<file path="config.mk">
export PLATFORM = sky130hd
export DESIGN_NAME = riscv_mc_ctrl
export DESIGN_NICKNAME = d
export VERILOG_FILES = /design/src/rtl/riscv_mc_ctrl.sv
export SDC_FILE = /design/constraint.sdc
export NUM_CORES = 1
export LEC_CHECK = 0
export CAP_MARGIN = 5
export CORE_UTILIZATION = 40
export CTS_BUF_LIST = sky130_fd_sc_hd__clkbuf_8
export CTS_CLUSTER_DIAMETER = 150
export DETAILED_ROUTE_END_ITERATION = 10
export MAX_ROUTING_LAYER = met4
export PLACE_DENSITY = 0.67
export SYNTH_ARGS = -nofsm -noshare
export SYNTH_HDL_FRONTEND = slang
export SYNTH_SLANG_ARGS = --single-unit
</file>
<file path="constraint.sdc">
create_clock -name clk -period 2.45 [get_ports clk]
set_input_delay 0.245 -clock clk [delete_from_list [all_inputs] [get_ports clk]]
set_output_delay 0.245 -clock clk [all_outputs]
set_load 0.005 [all_outputs]
</file>
<file path="src/rtl/riscv_mc_ctrl.sv">
// Multi-cycle RISC-V control sequencer: fetch/decode/execute/mem/writeback with
// memory-response timeout, sticky illegal trap and a retired-instruction counter.
module riscv_mc_ctrl #(
   parameter int MEM_TIMEOUT = 15
) (
   input  logic        clk,
   input  logic        rst_n,
   input  logic [2:0]  instr_type,
   input  logic [6:0]  opcode,
   input  logic        branch_taken,
   output logic        imem_req,
   input  logic        imem_rvalid,
   output logic        instr_latch_en,
   output logic        dmem_req,
   output logic        dmem_we,
   input  logic        dmem_rvalid,
   output logic        alu_en,
   output logic        rf_we,
   output logic        pc_we,
   output logic [1:0]  pc_sel,
   output logic        instr_retired,
   output logic [31:0] retire_cnt,
   output logic        illegal
);

   // state     | meaning
   // S_FETCH   | imem_req held, wait for imem_rvalid (timed)
   // S_DECODE  | legality check of instr_type / opcode
   // S_EXECUTE | alu_en; branches retire here
   // S_MEM     | dmem_req held, wait for dmem_rvalid (timed); stores retire here
   // S_WB      | rf_we + pc_we, retire
   // S_TRAP    | illegal, everything idle until reset
   typedef enum logic [2:0] {
      S_FETCH, S_DECODE, S_EXECUTE, S_MEM, S_WB, S_TRAP
   } state_t;

   localparam logic [2:0] T_R = 3'd0, T_I = 3'd1, T_S = 3'd2,
                          T_B = 3'd3, T_U = 3'd4, T_J = 3'd5;
   localparam logic [6:0] OP_LOAD = 7'b0000011, OP_JALR = 7'b1100111;
   localparam int TW = $clog2(MEM_TIMEOUT + 1);
   localparam logic [TW-1:0] TMO_LAST = TW'(MEM_TIMEOUT - 1);

   state_t         state_q, state_d;
   logic [TW-1:0]  tmo_q, tmo_d;
   logic [1:0]     pc_sel_q, pc_sel_d, exec_sel;
   logic           store_q, store_d;
   logic [31:0]    retire_cnt_q;
   logic           type_ok, opcode_ok;

   assign type_ok   = (instr_type <= T_J);
   assign opcode_ok = opcode inside {7'b0110011, 7'b0010011, 7'b0000011, 7'b1100111,
                                     7'b0100011, 7'b1100011, 7'b0110111, 7'b0010111,
                                     7'b1101111};

   always_comb begin
      exec_sel = 2'd0;
      if (instr_type == T_B)
         exec_sel = {1'b0, branch_taken};
      else if (instr_type == T_J || opcode == OP_JALR)
         exec_sel = 2'd2;
   end

   always_comb begin
      state_d        = state_q;
      tmo_d          = '0;
      pc_sel_d       = pc_sel_q;
      store_d        = store_q;
      imem_req       = 1'b0;
      instr_latch_en = 1'b0;
      dmem_req       = 1'b0;
      dmem_we        = 1'b0;
      alu_en         = 1'b0;
      rf_we          = 1'b0;
      pc_we          = 1'b0;
      instr_retired  = 1'b0;
      unique case (state_q)
         S_FETCH: begin
            imem_req = 1'b1;
            if (imem_rvalid) begin
               instr_latch_en = 1'b1;
               state_d        = S_DECODE;
            end else if (tmo_q == TMO_LAST) begin
               state_d = S_TRAP;
            end else begin
               tmo_d = tmo_q + 1'b1;
            end
         end
         S_DECODE: begin
            state_d = (type_ok && opcode_ok) ? S_EXECUTE : S_TRAP;
         end
         S_EXECUTE: begin
            alu_en   = 1'b1;
            pc_sel_d = exec_sel;
            store_d  = (instr_type == T_S);
            if (opcode == OP_LOAD || instr_type == T_S) begin
               state_d = S_MEM;
            end else if (instr_type == T_B) begin
               pc_we         = 1'b1;
               instr_retired = 1'b1;
               state_d       = S_FETCH;
            end else begin
               state_d = S_WB;
            end
         end
         S_MEM: begin
            dmem_req = 1'b1;
            dmem_we  = store_q;
            if (dmem_rvalid) begin
               if (store_q) begin
                  pc_we         = 1'b1;
                  instr_retired = 1'b1;
                  state_d       = S_FETCH;
               end else begin
                  state_d = S_WB;
               end
            end else if (tmo_q == TMO_LAST) begin
               state_d = S_TRAP;
            end else begin
               tmo_d = tmo_q + 1'b1;
            end
         end
         S_WB: begin
            rf_we         = 1'b1;
            pc_we         = 1'b1;
            instr_retired = 1'b1;
            state_d       = S_FETCH;
         end
         S_TRAP: state_d = S_TRAP;
         default: state_d = S_TRAP;
      endcase
      // nothing may strobe while reset is held, even though state already reads FETCH
      if (!rst_n) begin
         imem_req       = 1'b0;
         instr_latch_en = 1'b0;
         dmem_req       = 1'b0;
         dmem_we        = 1'b0;
         alu_en         = 1'b0;
         rf_we          = 1'b0;
         pc_we          = 1'b0;
         instr_retired  = 1'b0;
      end
   end

   always_ff @(posedge clk) begin
      if (!rst_n) begin
         state_q      <= S_FETCH;
         tmo_q        <= '0;
         pc_sel_q     <= 2'd0;
         store_q      <= 1'b0;
         retire_cnt_q <= '0;
      end else begin
         state_q  <= state_d;
         tmo_q    <= tmo_d;
         pc_sel_q <= pc_sel_d;
         store_q  <= store_d;
         if (instr_retired)
            retire_cnt_q <= retire_cnt_q + 32'd1;
      end
   end

   // EXECUTE drives the fresh selection; later states replay the captured one
   assign pc_sel     = (state_q == S_EXECUTE) ? exec_sel : pc_sel_q;
   assign retire_cnt = retire_cnt_q;
   assign illegal    = (state_q == S_TRAP);

endmodule

</file>
==> results.py <==
metrics = {
    "yosys": {
        "ys_types": 49,
        "ys_top_cells_by_area": "dfxtp_1 (36%), mux2i_1 (5.6%), nand2b_1 (5.1%), nor2_1 (4.5%), nand2_1 (4.4%)",
        "synth_top_area_cell": "dfxtp_1",
        "synth-simple-area-share": 0.313,
        "syn-instance-count": 283,
        "async_reset_ff_frac": 0,
        "ys_seq_area_frac": 0.361,
        "syn_area_mm2": 0.00233,
        "synth_mux_area_frac": 0.0607,
        "synth-compound-area-share": 0.167,
        "synth_adder_area_share": 0.0161,
        "synthXorXnorAreaFrac": 0.0451,
        "synth_edf_count": 0,
        "ys_top_cells_by_count": "dfxtp_1 (42), nor2_1 (28), nand2_1 (27), nand2b_1 (19)",
        "ys_ff_latch": 42,
        "synth_top_family_by_area": "simple AND/OR/NAND/NOR gates",
        "ys_warn_count": 0,
        "ys.flop_type": "dfxtp_1",
        "avgSynthCellArea_um2": 8.23,
        "synth_top_area_frac": 0.361,
        "yosysMostFrequentCell": "dfxtp_1",
        "syn-num-nets": 301,
    },
    "clocking": {
        "cts_made_buffers": 5,
        "clk_pin_slew_ps": 80,
        "root_buffer": "clkbuf_8",
        "cts.path.max_buffers": 2,
        "cts.sinks": 42,
        "insertion_delay_ps": 300,
        "htree_levels": 2,
        "post_cts_buffers": 0,
        "cts_tree": "done",
    },
    "global_routing": {
        "grt_overflow": 0,
        "antenna_found_initial": 0,
        "grt_max_degree": 35,
        "grt_usage": 0.193,
        "grt_pass1_wl_mm": 9.15,
        "grt_pass1_vias": 2061,
    },
    "worst_setup_path": {
        "cp_slowest_cell": "dfxtp_1",
        "path_common_cell": "nor2_1",
        "r2r_end": "retire_cnt[21]",
        "r2r_start": "state_q[0]",
        "worstRegToRegCells": 5,
        "crit_start": "state_q[0]",
        "crit_path_end_kind": "primary output",
        "cp.required_ps": 2200,
        "cpPeakStageDelay_ps": 550,
        "reg2reg_setup_slack_ps": 390,
        "path_class": "flip-flop to primary output",
        "arrival_ps": 2030,
        "cp-start-kind": "flip-flop",
        "path_cells": "nand3b_1 > o22ai_4 > nor2_1 > nor2_1 > clkdlybuf4s50_1",
        "endpoint": "pc_we",
        "critPathMaxFanout": 7,
    },
    "route": {
        "routed-via-count": 2200,
        "drt_iter0_drc": 74,
        "routed_wl_mm": 5.40,
        "drt.antenna.violating_nets": 0,
        "drt-pass1-iter-count": 4,
        "drc": 0,
        "wl_per_cell_um": 13.0,
        "viasPerCell": 5.31,
    },
    "power": {
        "power.leakage_nw": 1.14,
        "seqPwrFrac": 0.546,
        "p_int_mw": 0.974,
        "power.density_mw_per_mm2": 418,
        "power_switching_share": 0.242,
        "ir_drop_mv": 0.226,
        "combPwrFrac": 0.094,
        "finalPower_mw": 1.28,
        "clockPowerShare": 0.360,
        "p_sw_mw": 0.311,
    },
    "die": {
        "die_x_um": 78.3,
        "dieArea_mm2": 0.00613,
        "die_h_um": 78.3,
        "core-area_mm2": 0.00557,
        "placementRows": 27,
        "initial_core_util": 0.418,
        "pin_count": 58,
    },
    "final_layout": {
        "fin_nets": 359,
        "synthToLayoutAreaGrowth_pct": 32.1,
        "layout-drive-gt1-share": 0.0731,
        "postLayoutCoreUtil": 0.552,
        "stdcell_area_mm2": 0.00308,
        "n_antenna_cell": 0,
    },
    "run": {
        "maxCapViolations": 0,
    },
    "sta": {
        "period_share": 0.929,
        "final-hold-violation-count": 0,
        "clock_skew_ps": 7.78,
        "grt_setup_unrepaired": "no",
        "slew_headroom": 0.617,
        "max_freq_mhz": 439,
        "worst_slack_ps": 175,
        "drv_slew": 0,
        "totalNegativeSetupSlack_ps": 0,
        "fin_crit_ps": 2280,
        "tightest_slew_ps": 570,
        "setup_viol": 0,
    },
    "placement": {
        "buffer_ports.inserted": 57,
        "hpwl_mm": 4.00,
        "gp_congestion": 0.762,
        "place_area_mm2": 0.00298,
        "place_worst_setup_slack_ps": 189,
    },
    "hold_path": {
        "min_delay_path_depth": 2,
        "hp-class": "flip-flop to flip-flop",
    },
    "run_status": {
        "status": "completed",
    },
}
-- area by class of cell --
cell class	instances	area, um2
Tap cell	72	90.1
Timing Repair Buffer	63	616
Multi-Input combinational cell	221	1410
Clock inverter	2	8.76
Inverter	8	30.0
Clock buffer	6	82.6
Sequential cell	42	842
Fill cell	541	2500
-- worst min-delay path by stage --
stage | from | to | slack, ps
6_report | pc_sel_q[1] | pc_sel_q[1] | 470
5_1_grt | pc_sel_q[1] | pc_sel_q[1] | 510
4_1_cts | pc_sel_q[1] | pc_sel_q[1] | 470
3_5_place_dp | pc_sel_q[1] | pc_sel_q[1] | 460
3_3_place_gp | tmo_q[0] | tmo_q[0] | 460
2_1_floorplan | pc_sel_q[1] | pc_sel_q[1] | 440
-- worst max-delay path, delay by kind of cell (launching register included) --
kind	cells	cell delay (ps)
AO/OA/AOI/OAI	1	190
buffers and inverters	1	520
flip-flops	1	550
AND/OR/NAND/NOR	3	490
-- cell usage in the layout (no fill, tap or decap), types with 7 or more instances in the layout --
| cell | synthesis | final |
|---|---|---|
| dfxtp_1 | 42 | 41 |
| nand2b_1 | 19 | 19 |
| inv_1 | 8 | 9 |
| nand2_1 | 27 | 27 |
| nor2_1 | 28 | 28 |
| nand4_1 | 8 | 8 |
| xor2_1 | 8 | 8 |
| a21oi_1 | 10 | 10 |
| clkdlybuf4s50_1 | 0 | 57 |
| mux2i_1 | 13 | 13 |
| and2_1 | 7 | 7 |
| o21ai_0 | 13 | 13 |
| and3_1 | 8 | 8 |
| nor3_1 | 7 | 7 |
| nand3_1 | 12 | 12 |
-- kinds of logic after synthesis --
logic type	after synthesis
AOI/OAI and AO/OA	55
muxes	14
buffers and inverters	20
adders and majority gates	3
and+or+nand+nor	137
xor gates and xnor gates	12
DFF	42
-- power by group through the flow --
stage / clock, mW / combinational, mW / sequential [mW]
floorplan: 0 / 0.0666 / 0.711
global placement: 0 / 0.120 / 0.716
detailed placement: 0 / 0.122 / 0.716
CTS: 0.476 / 0.122 / 0.700
global route: 0.503 / 0.135 / 0.703
finish: 0.462 / 0.121 / 0.701
-- per-layer routing --
layer,share of wire,vias to the layer above,GRT usage,wire length (um)
met5,0,-,-,0
met4,0.017,0,0.0722,92
met3,0.044,8,0.0372,237
met2,0.48,51,0.329,2580
met1,0.46,1012,0.225,2490
li1,-,1129,-,-
-- metrics by stage --
step	cells	hold WS, ps
final	414	471
after CTS	414	474
after floorplan	283	440
after global routing	414	507
after detailed placement	406	463
after global placement	406	460
-- state kept, by name, summed over array words and instances (netlist names) --
name        count
pc_sel_q        2
retire_cnt     32
state_q         3
store_q         1
tmo_q           4
-- what timing repair did --
| action | 4_1_cts | 5_1_grt |
|---|---|---|
| hold buffers | 0 | 0 |
| setup endpoints to repair | 0 | 2 |
| gates resized for setup | 0 | 2 |
Power figures use the tool's default switching activity.
